===== src/rtl/uart8_receiver_pkg.sv =====
// Shared UART receive definitions: frame width, bit-index width and FSM states.
package uart8_receiver_pkg;

  localparam int unsigned UART_DATA_BITS = 8;
  localparam int unsigned UART_IDX_W     = 3;

  // 3-bit state encoding shared with the transmitter; codes 5..7 are unused.
  typedef enum logic [2:0] {
    ST_RESET     = 3'd0,
    ST_IDLE      = 3'd1,
    ST_START_BIT = 3'd2,
    ST_DATA_BITS = 3'd3,
    ST_STOP_BIT  = 3'd4
  } uart_state_e;

endpackage


===== src/rtl/uart8_receiver_if.sv =====
// UART receiver bus: enable and serial line in, byte and status strobes out.
//   en_i   : receive enable (gates new frames only)
//   rx_i   : asynchronous serial line, idles high
//   data_o : last good byte
//   done_o : one-cycle good-byte strobe
//   busy_o : frame in progress
//   err_o  : one-cycle framing-error strobe
interface uart8_receiver_if;
  import uart8_receiver_pkg::*;

  logic                      en_i;
  logic                      rx_i;
  logic [UART_DATA_BITS-1:0] data_o;
  logic                      done_o;
  logic                      busy_o;
  logic                      err_o;

  modport master (output en_i, rx_i, input data_o, done_o, busy_o, err_o);
  modport slave  (input en_i, rx_i, output data_o, done_o, busy_o, err_o);
endinterface


===== src/rtl/uart8_receiver_sync2.sv =====
// Two-flop synchronizer for an asynchronous input; resets to 1 (idle line).
//   clk : destination clock
//   rst : synchronous active-high reset
//   d_i : asynchronous input
//   q_o : synchronized output
module uart8_receiver_sync2 (
  input  logic clk,
  input  logic rst,
  input  logic d_i,
  output logic q_o
);

  logic [1:0] sync_q;

  always_ff @(posedge clk) begin
    if (rst) sync_q <= 2'b11;
    else     sync_q <= {sync_q[0], d_i};
  end

  assign q_o = sync_q[1];

endmodule


===== src/rtl/uart8_receiver.sv =====
// 8N1 UART receiver: oversampled start/data/stop sampling, LSB-first shift,
// registered byte output with one-cycle done / framing-error strobes.
//   clk : oversampled baud clock (OVERSAMPLE x baud)
//   rst : synchronous active-high reset
//   bus : uart8_receiver_if slave (en_i, rx_i in; data_o, done_o, busy_o, err_o out)
module uart8_receiver
  import uart8_receiver_pkg::*;
#(
  parameter int unsigned OVERSAMPLE = 16
) (
  input  logic              clk,
  input  logic              rst,
  uart8_receiver_if.slave   bus
);

  localparam int unsigned CNT_W = $clog2(OVERSAMPLE);
  localparam logic [CNT_W-1:0] HALF_LAST = CNT_W'(OVERSAMPLE / 2 - 1);
  localparam logic [CNT_W-1:0] BIT_LAST  = CNT_W'(OVERSAMPLE - 1);
  localparam logic [UART_IDX_W-1:0] IDX_LAST = UART_IDX_W'(UART_DATA_BITS - 1);

  uart_state_e               state_q, state_d;
  logic [CNT_W-1:0]          cnt_q, cnt_d;
  logic [UART_IDX_W-1:0]     idx_q, idx_d;
  logic [UART_DATA_BITS-1:0] shreg_q, shreg_d;
  logic [UART_DATA_BITS-1:0] out_q, out_d;
  logic                      done_q, done_d;
  logic                      busy_q, busy_d;
  logic                      err_q, err_d;
  logic                      rxs;
  logic                      rxs_d_q;
  logic                      start_edge;
  logic                      mid_start;
  logic                      mid_bit;

  uart8_receiver_sync2 u_sync (
    .clk (clk),
    .rst (rst),
    .d_i (bus.rx_i),
    .q_o (rxs)
  );

  assign start_edge = bus.en_i & rxs_d_q & ~rxs;
  assign mid_start  = (cnt_q == HALF_LAST);
  assign mid_bit    = (cnt_q == BIT_LAST);

  // State register plus all datapath/output registers.
  always_ff @(posedge clk) begin
    if (rst) begin
      state_q <= ST_RESET;
      cnt_q   <= '0;
      idx_q   <= '0;
      shreg_q <= '0;
      out_q   <= '0;
      done_q  <= 1'b0;
      busy_q  <= 1'b0;
      err_q   <= 1'b0;
      rxs_d_q <= 1'b1;
    end else begin
      state_q <= state_d;
      cnt_q   <= cnt_d;
      idx_q   <= idx_d;
      shreg_q <= shreg_d;
      out_q   <= out_d;
      done_q  <= done_d;
      busy_q  <= busy_d;
      err_q   <= err_d;
      rxs_d_q <= rxs;
    end
  end

  // Next-state logic.
  always_comb begin
    state_d = state_q;
    case (state_q)
      ST_RESET:     state_d = ST_IDLE;
      ST_IDLE:      if (start_edge) state_d = ST_START_BIT;
      // A high line at mid start bit is a glitch: abandon quietly.
      ST_START_BIT: if (mid_start) state_d = rxs ? ST_IDLE : ST_DATA_BITS;
      ST_DATA_BITS: if (mid_bit && (idx_q == IDX_LAST)) state_d = ST_STOP_BIT;
      ST_STOP_BIT:  if (mid_bit) state_d = ST_IDLE;
      default:      state_d = ST_IDLE;
    endcase
  end

  // Datapath and output next values.
  always_comb begin
    cnt_d   = cnt_q + CNT_W'(1);
    idx_d   = idx_q;
    shreg_d = shreg_q;
    out_d   = out_q;
    done_d  = 1'b0;
    err_d   = 1'b0;
    busy_d  = (state_d == ST_START_BIT) || (state_d == ST_DATA_BITS) ||
              (state_d == ST_STOP_BIT);
    case (state_q)
      ST_START_BIT: begin
        if (mid_start) begin
          cnt_d = '0;
          idx_d = '0;
        end
      end
      ST_DATA_BITS: begin
        if (mid_bit) begin
          cnt_d   = '0;
          shreg_d = {rxs, shreg_q[UART_DATA_BITS-1:1]};
          idx_d   = idx_q + UART_IDX_W'(1);
        end
      end
      ST_STOP_BIT: begin
        if (mid_bit) begin
          cnt_d = '0;
          if (rxs) begin
            out_d  = shreg_q;
            done_d = 1'b1;
          end else begin
            err_d = 1'b1;
          end
        end
      end
      default: cnt_d = '0;
    endcase
  end

  assign bus.data_o = out_q;
  assign bus.done_o = done_q;
  assign bus.busy_o = busy_q;
  assign bus.err_o  = err_q;

endmodule


===== src/flat_wrapper.sv =====
// flat-port wrapper written by rule: the top's interface ports become plain ports
module uart8_receiver_flat import uart8_receiver_pkg::*;
#(
  parameter int unsigned OVERSAMPLE = 16
)
  (clk, rst, bus_en_i, bus_rx_i, bus_data_o, bus_done_o, bus_busy_o, bus_err_o);
  uart8_receiver_if bus_i ();
  input  logic clk;
  input  logic rst;
  input wire logic [$bits(bus_i.en_i)-1:0] bus_en_i;
  input wire logic [$bits(bus_i.rx_i)-1:0] bus_rx_i;
  output wire logic [$bits(bus_i.data_o)-1:0] bus_data_o;
  output wire logic [$bits(bus_i.done_o)-1:0] bus_done_o;
  output wire logic [$bits(bus_i.busy_o)-1:0] bus_busy_o;
  output wire logic [$bits(bus_i.err_o)-1:0] bus_err_o;
  assign bus_i.en_i = bus_en_i;
  assign bus_i.rx_i = bus_rx_i;
  assign bus_data_o = bus_i.data_o;
  assign bus_done_o = bus_i.done_o;
  assign bus_busy_o = bus_i.busy_o;
  assign bus_err_o = bus_i.err_o;
  uart8_receiver #(.OVERSAMPLE(OVERSAMPLE)) u_core (.clk(clk), .rst(rst), .bus(bus_i));
endmodule

===== config.mk =====
export PLATFORM = sky130hd
export DESIGN_NAME = uart8_receiver_flat
export DESIGN_NICKNAME = d
export VERILOG_FILES = /design/src/rtl/uart8_receiver_pkg.sv /design/src/rtl/uart8_receiver_if.sv /design/src/rtl/uart8_receiver_sync2.sv /design/src/rtl/uart8_receiver.sv /design/src/flat_wrapper.sv
export SDC_FILE = /design/constraint.sdc
export NUM_CORES = 1
export LEC_CHECK = 0
export CAP_MARGIN = 20
export CORE_MARGIN = 3
export CORE_UTILIZATION = 60
export DETAILED_ROUTE_END_ITERATION = 6
export DONT_BUFFER_PORTS = 1
export GPL_TIMING_DRIVEN = 1
export PLACE_DENSITY = 0.76
export SYNTH_ARGS = -nofsm -noshare
export SYNTH_HDL_FRONTEND = slang
export SYNTH_SLANG_ARGS = --single-unit

===== constraint.sdc =====
create_clock -name clk -period 3.35 [get_ports clk]
set_input_delay 0.67 -clock clk [delete_from_list [all_inputs] [get_ports clk]]
set_output_delay 0.67 -clock clk [all_outputs]
set_load 0.01 [all_outputs]

# Yosys cells after proc, flatten, opt, wreduce, memory -nomap -nowiden
# Index checks and enable logic that the tools add are counted.
[word_totals]
output_inout_bits = 11
register_bits = 32
in_bits = 4
word_cells = 52
[classes]
n_reduce_logical = 9
addsub = 2
eq_ne = 12
bitwise = 5
muxes = 14
[ops]
columns = ["op", "count"]
rows = [
  ["$mux W3", 6],
  ["$eq A3 B2 Y1 const B", 4],
  ["$pmux W3 S4", 1],
  ["$eq A3 B3 Y1 const B", 3],
  ["$mux W4", 2],
  ["$pmux W4 S2", 1],
  ["$pmux W3 S2", 1],
  ["$reduce_and A3 Y1", 2],
  ["$add A4 B1 Y4 const B", 1],
  ["$eq A4 B3 Y1 const B", 1],
  ["$eq A4 B4 Y1 const B", 1],
  ["$ne A2 B1 Y1 const B", 2],
  ["$add A3 B1 Y3 const B", 1],
  ["$eq A3 B1 Y1 const B", 1],
  ["$not A1 Y1", 3],
  ["$reduce_or A3 Y1", 1],
  ["$and A1 B1 Y1", 2],
  ["$logic_or A1 B1 Y1", 2],
  ["$mux W1", 2],
  ["$mux W2", 1],
  ["$reduce_and A2 Y1", 1],
  ["$reduce_bool A2 Y1", 1],
  ["$reduce_or A2 Y1", 1],
  ["$logic_and A1 B1 Y1", 1],
]

# Logic depth before layout (Yosys ltp)
[depth]
depth_word = 7
ltp_mapped = 6

# Hierarchy
# Synthesis repeated with hierarchy kept, for this count alone.
[hier_totals]
cells_unflattened = 153
hier_area_um2 = 1391.3
[modules_own_cells]
columns = ["module", "n_inst", "seq_area_each_um2", "area_each_um2", "cells_per_inst"]
rows = [
  ["uart8_receiver", 1, 600.6, 1338.8, 149],
  ["uart8_receiver_sync2", 1, 40.0, 52.6, 4],
]

# Worst setup path before layout
# No wires, ideal clock.
[synth_timing]
path_kind = "input port to flip-flop"
from = "in bus_en_i"
to = "reg u_core.busy_q, in the netlist u_core.bus.busy_o"
setup_ns = 0.081
stages = 3
path_slack_ns = 1.800
path_buffers = 0
t_required_ns = 3.269
t_arrival_ns = 1.470
path_cell_list = "nand2_1 -> or4_2 -> a41oi_1"
[synth_via]
elab_chain_len = 7
word_cells_on_any_way = 9
classes_between = "eq/ne (3); mux (2); bitwise (2); reduce/logical (2)"
[synth_rtl]
columns = ["element", "line", "rtl"]
rows = [
  ["start: declaration", "flat_wrapper.sv:10", "input wire logic [$bits(bus_i.en_i)-1:0] bus_en_i;"],
  ["$and A1 B1 Y1 * (2 in a row)", "uart8_receiver.sv:42", "assign start_edge = bus.en_i & rxs_d_q & ~rxs;"],
  ["$mux W3 *", "uart8_receiver.sv:76", "ST_IDLE: if (start_edge) state_d = ST_START_BIT;"],
  ["$pmux W3 S4 *", "uart8_receiver.sv:74", "case (state_q)"],
  ["$eq A3 B2 Y1", "uart8_receiver.sv:93", "busy_d = (state_d == ST_START_BIT) || (state_d == ST_DATA_BITS) ||"],
  ["$logic_or A1 B1 Y1", "uart8_receiver.sv:93", ""],
  ["$logic_or A1 B1 Y1 *", "uart8_receiver.sv:93", ""],
  ["end signal: assignment", "uart8_receiver.sv:65", "busy_q <= busy_d;"],
  ["end: declaration", "uart8_receiver.sv:27", "logic busy_q, busy_d;"],
]
# Every way passes the cells marked *; elsewhere a longest branch is shown, timed or not.
# A chain may end at the register's enable or synchronous reset.

# Final worst setup path
[layout_timing]
from = "reg u_core.cnt_q[0]"
to = "reg u_core.out_q[2], in the netlist u_core.bus.data_o[2]"
[layout_via]
elab_chain_len = 2
[layout_rtl]
columns = ["element", "line", "rtl"]
rows = [
  ["start: declaration", "uart8_receiver.sv:22", "logic [CNT_W-1:0] cnt_q, cnt_d;"],
  ["start signal: assignment", "uart8_receiver.sv:60", "cnt_q <= cnt_d;"],
  ["$eq A4 B4 Y1", "uart8_receiver.sv:44", "assign mid_bit = (cnt_q == BIT_LAST);"],
  ["$reduce_and A3 Y1 (no source line)", "n/a", ""],
  ["end signal: assignment", "uart8_receiver.sv:63", "out_q <= out_d;"],
  ["end: declaration", "uart8_receiver.sv:25", "logic [UART_DATA_BITS-1:0] out_q, out_d;"],
]
# Every way passes these cells.

==> qor.txt <==
total power: 0.000687 W
Least-Margin Pin Slew: 0.747 ns
P&R area growth vs syn: 4.15%
CTS tree: built
Switching Power: 0.000143 W
Min-Delay Path Class: primary input to flop
RSZ-0062 raised after global routing: no
routability cong.: 0.769
Crit path largest cell delay: 0.64 ns
Mean Syn Cell Area: 9.25 µm²
clk slew on worst S/H paths: 0.10 ns
run status: completed
Post-Layout Cell Count: 172
Core Rows: 16
setup TNS: 0 ns
crit path cell chain: ha_1 -> and3_1 -> and3_1 -> a31o_2
PD cells: 475 nW/µm²
Avg WL per Cell: 15.9 µm
Post CTS Setup Buffer Count: 0
fin. max-slew vios: 0
met2 Resource Use GR: 0.353
GR Layer Usage met1: 0.306
critical path start-end classification: flop to flop
busiest grt layer: met2
total wire length: 2730 µm
Total Routing Usage GR: 0.227
cts repair resizes: 0
initial core utilization: 0.666
top cells by area, synth: dfxtp_1, a311oi_1, a31o_2, a21oi_1, o21ai_0
Hold Slack: 0.403 ns
Final Cycle Share: 0.588
CP most frequent cell: and3_1
Die W: 54.1 µm
Syn Std Cell Area: 1390 µm²
clk buf depth: 2
CTS Sinks: 32
clock share of power: 0.417
Max IR drop VDD: 0.000374 V
commonest cells after routing, fill and taps aside: dfxtp_1, a21oi_1, o21ai_0
internal power: 0.000544 W
switch share: 0.208
# setup viols final: 0
synthesized net count: 157
CTS H-Tree Depth: 2
initial antenna violation count: 0
antenna viol nets, final: 0
remaining global-route overflow: 0
Min Clock Period, post-route: 1.97 ns
Ports: 15
final hold vios: 0
WP data required: 3.62 ns
Cells after DPL: 164
synth warn: 0
Vias: 1100
startpoint type of the worst setup path: flop
largest area contributor in the netlist: dfxtp_1
commonest non-fill, non-tap cell in the layout: dfxtp_1
fin area: 1450 µm²
Die Y: 54.1 µm
DP Area: 1370 µm²
Synth Register Bits: 32
total core area: 2080 µm²
worst-skew pair later-pin latency: 0.32 ns
register area share after synthesis: 0.462
PortBufs: 0
Syn Inst Count: 150
routed vias/inst: 6.40
count of cell types in the netlist: 40
worst path arrival time: 2.24 ns
layout cells sized above 1: 0.166
crit path max fanout: 21
total CTS buffers: 5
Worst setup EP type: flop
Pleak: 0.473 nW
largest net degree at the start of global routing: 33
dpl hpwl: 1840 µm
Comb power frac: 0.017
final net count: 151
first-pass GRT wire length: 4810 µm
Sequential Power Share: 0.566
hold buffer count at CTS: 0
Max Freq: 507 MHz
max_cap viols: 0
DR pass1 iterations: 4
die footprint: 2930 µm²
DRT iter0 DRCs: 30
CTS root buf: clkbuf_4
Rel. slew slack: 0.500
vias in the first global route: 1053
Critical-path top delay cell: and3_1
met3 usage: 0.0582
Clock Skews: 0.00440 ns
n_diodes: 0
DRC violations left: 0
top-area cell type share of the netlist area: 0.462
[worst max-delay path: cells and delay by family (launching register included)]
| kind | cells | cell delay [ns] |
|---|---|---|
| flip-flops | 1 | 0.36 |
| AO/OA/AOI/OAI | 1 | 0.21 |
| adder cells (fa/ha/maj) | 1 | 0.25 |
| AND/OR/NAND/NOR | 2 | 1.11 |
[final timing paths]
check                           slack, ns                     from  depth (start not counted)                      end
worst max register to register       1.38          u_core.cnt_q[0]                          4     u_core.bus.data_o[2]
worst max-delay path                 1.38          u_core.cnt_q[0]                          4     u_core.bus.data_o[2]
worst min-delay path                 0.40                      rst                          1        u_core.state_q[1]
worst min register to register       0.42  u_core.u_sync.sync_q[0]                          1  u_core.u_sync.sync_q[1]
[power groups by stage]
| stage | Combinational (W) | Clock, W | Sequential, W |
|---|---|---|---|
| after floorplan | 0.0000168 | 0 | 0.000394 |
| after global placement | 0.0000110 | 0 | 0.000397 |
| after detailed placement | 0.0000115 | 0 | 0.000398 |
| after CTS | 0.0000117 | 0.000292 | 0.000389 |
| after global routing | 0.0000132 | 0.000312 | 0.000390 |
| final | 0.0000119 | 0.000286 | 0.000389 |
[cell families (layout without fill, tap and decap cells)]
| group | Yosys count | count (layout) | synth area share |
|---|---|---|---|
| XOR/XNOR | 3 | 3 | 0.0189 |
| flip-flops | 32 | 32 | 0.462 |
| buffers and inverters | 23 | 18 | 0.0676 |
| AO/OA/AOI/OAI | 48 | 48 | 0.237 |
| adder cells (fa/ha/maj) | 3 | 3 | 0.0271 |
| AND/OR/NAND/NOR | 41 | 41 | 0.188 |
[through the flow]
stage / worst slack (ns) / util
after floorplan: 1.80 / -
after global placement: 1.47 / 0.656
after global routing: 1.24 / 0.694
final: 1.38 / 0.694
after detailed placement: 1.42 / 0.656
after CTS: 1.42 / 0.694
[layout make-up]
cell class | count | area (µm²)
clock buffer | 5 | 37.5
clock inverter | 3 | 42.5
fill | 170 | 637
inverter | 10 | 37.5
multi-input combinational | 95 | 653
sequential | 32 | 641
tap | 27 | 33.8
[per-layer routing]
metal,up-vias,part of all wire
met4,0,0.011
met5,-,0
met1,518,0.48
met2,38,0.45
li1,540,-
met3,4,0.056
[state kept, by name, summed over array words and instances (netlist names), 2 cells and up]
name,count
u_core.bus.data_o,8
u_core.cnt_q,4
u_core.idx_q,3
u_core.shreg_q,8
u_core.state_q,3
u_core.u_sync.sync_q,2
[cells in the mapped netlist (all sizes together)]
cell type / n
nor3: 1
inv: 9
a31o: 8
a31oi: 1
nor4: 2
nor3b: 2
a311oi: 8
xnor2: 1
a41oi: 1
a211oi: 1
o32ai: 1
xor2: 2
clkinv: 1
nor2: 1
or2: 4
a21oi: 13
nand2b: 2
a311o: 1
nor4b: 1
or4b: 2
and2: 1
and3: 2
and3b: 1
dfxtp: 32
buf: 6
or3b: 1
or3: 2
a21o: 1
o21ai: 12
ha: 3
a2111oi: 1
nand4b: 1
clkbuf: 7
or4: 1
nand2: 4
nand3b: 2
nand3: 11
(Power assumes the default switching activity.)
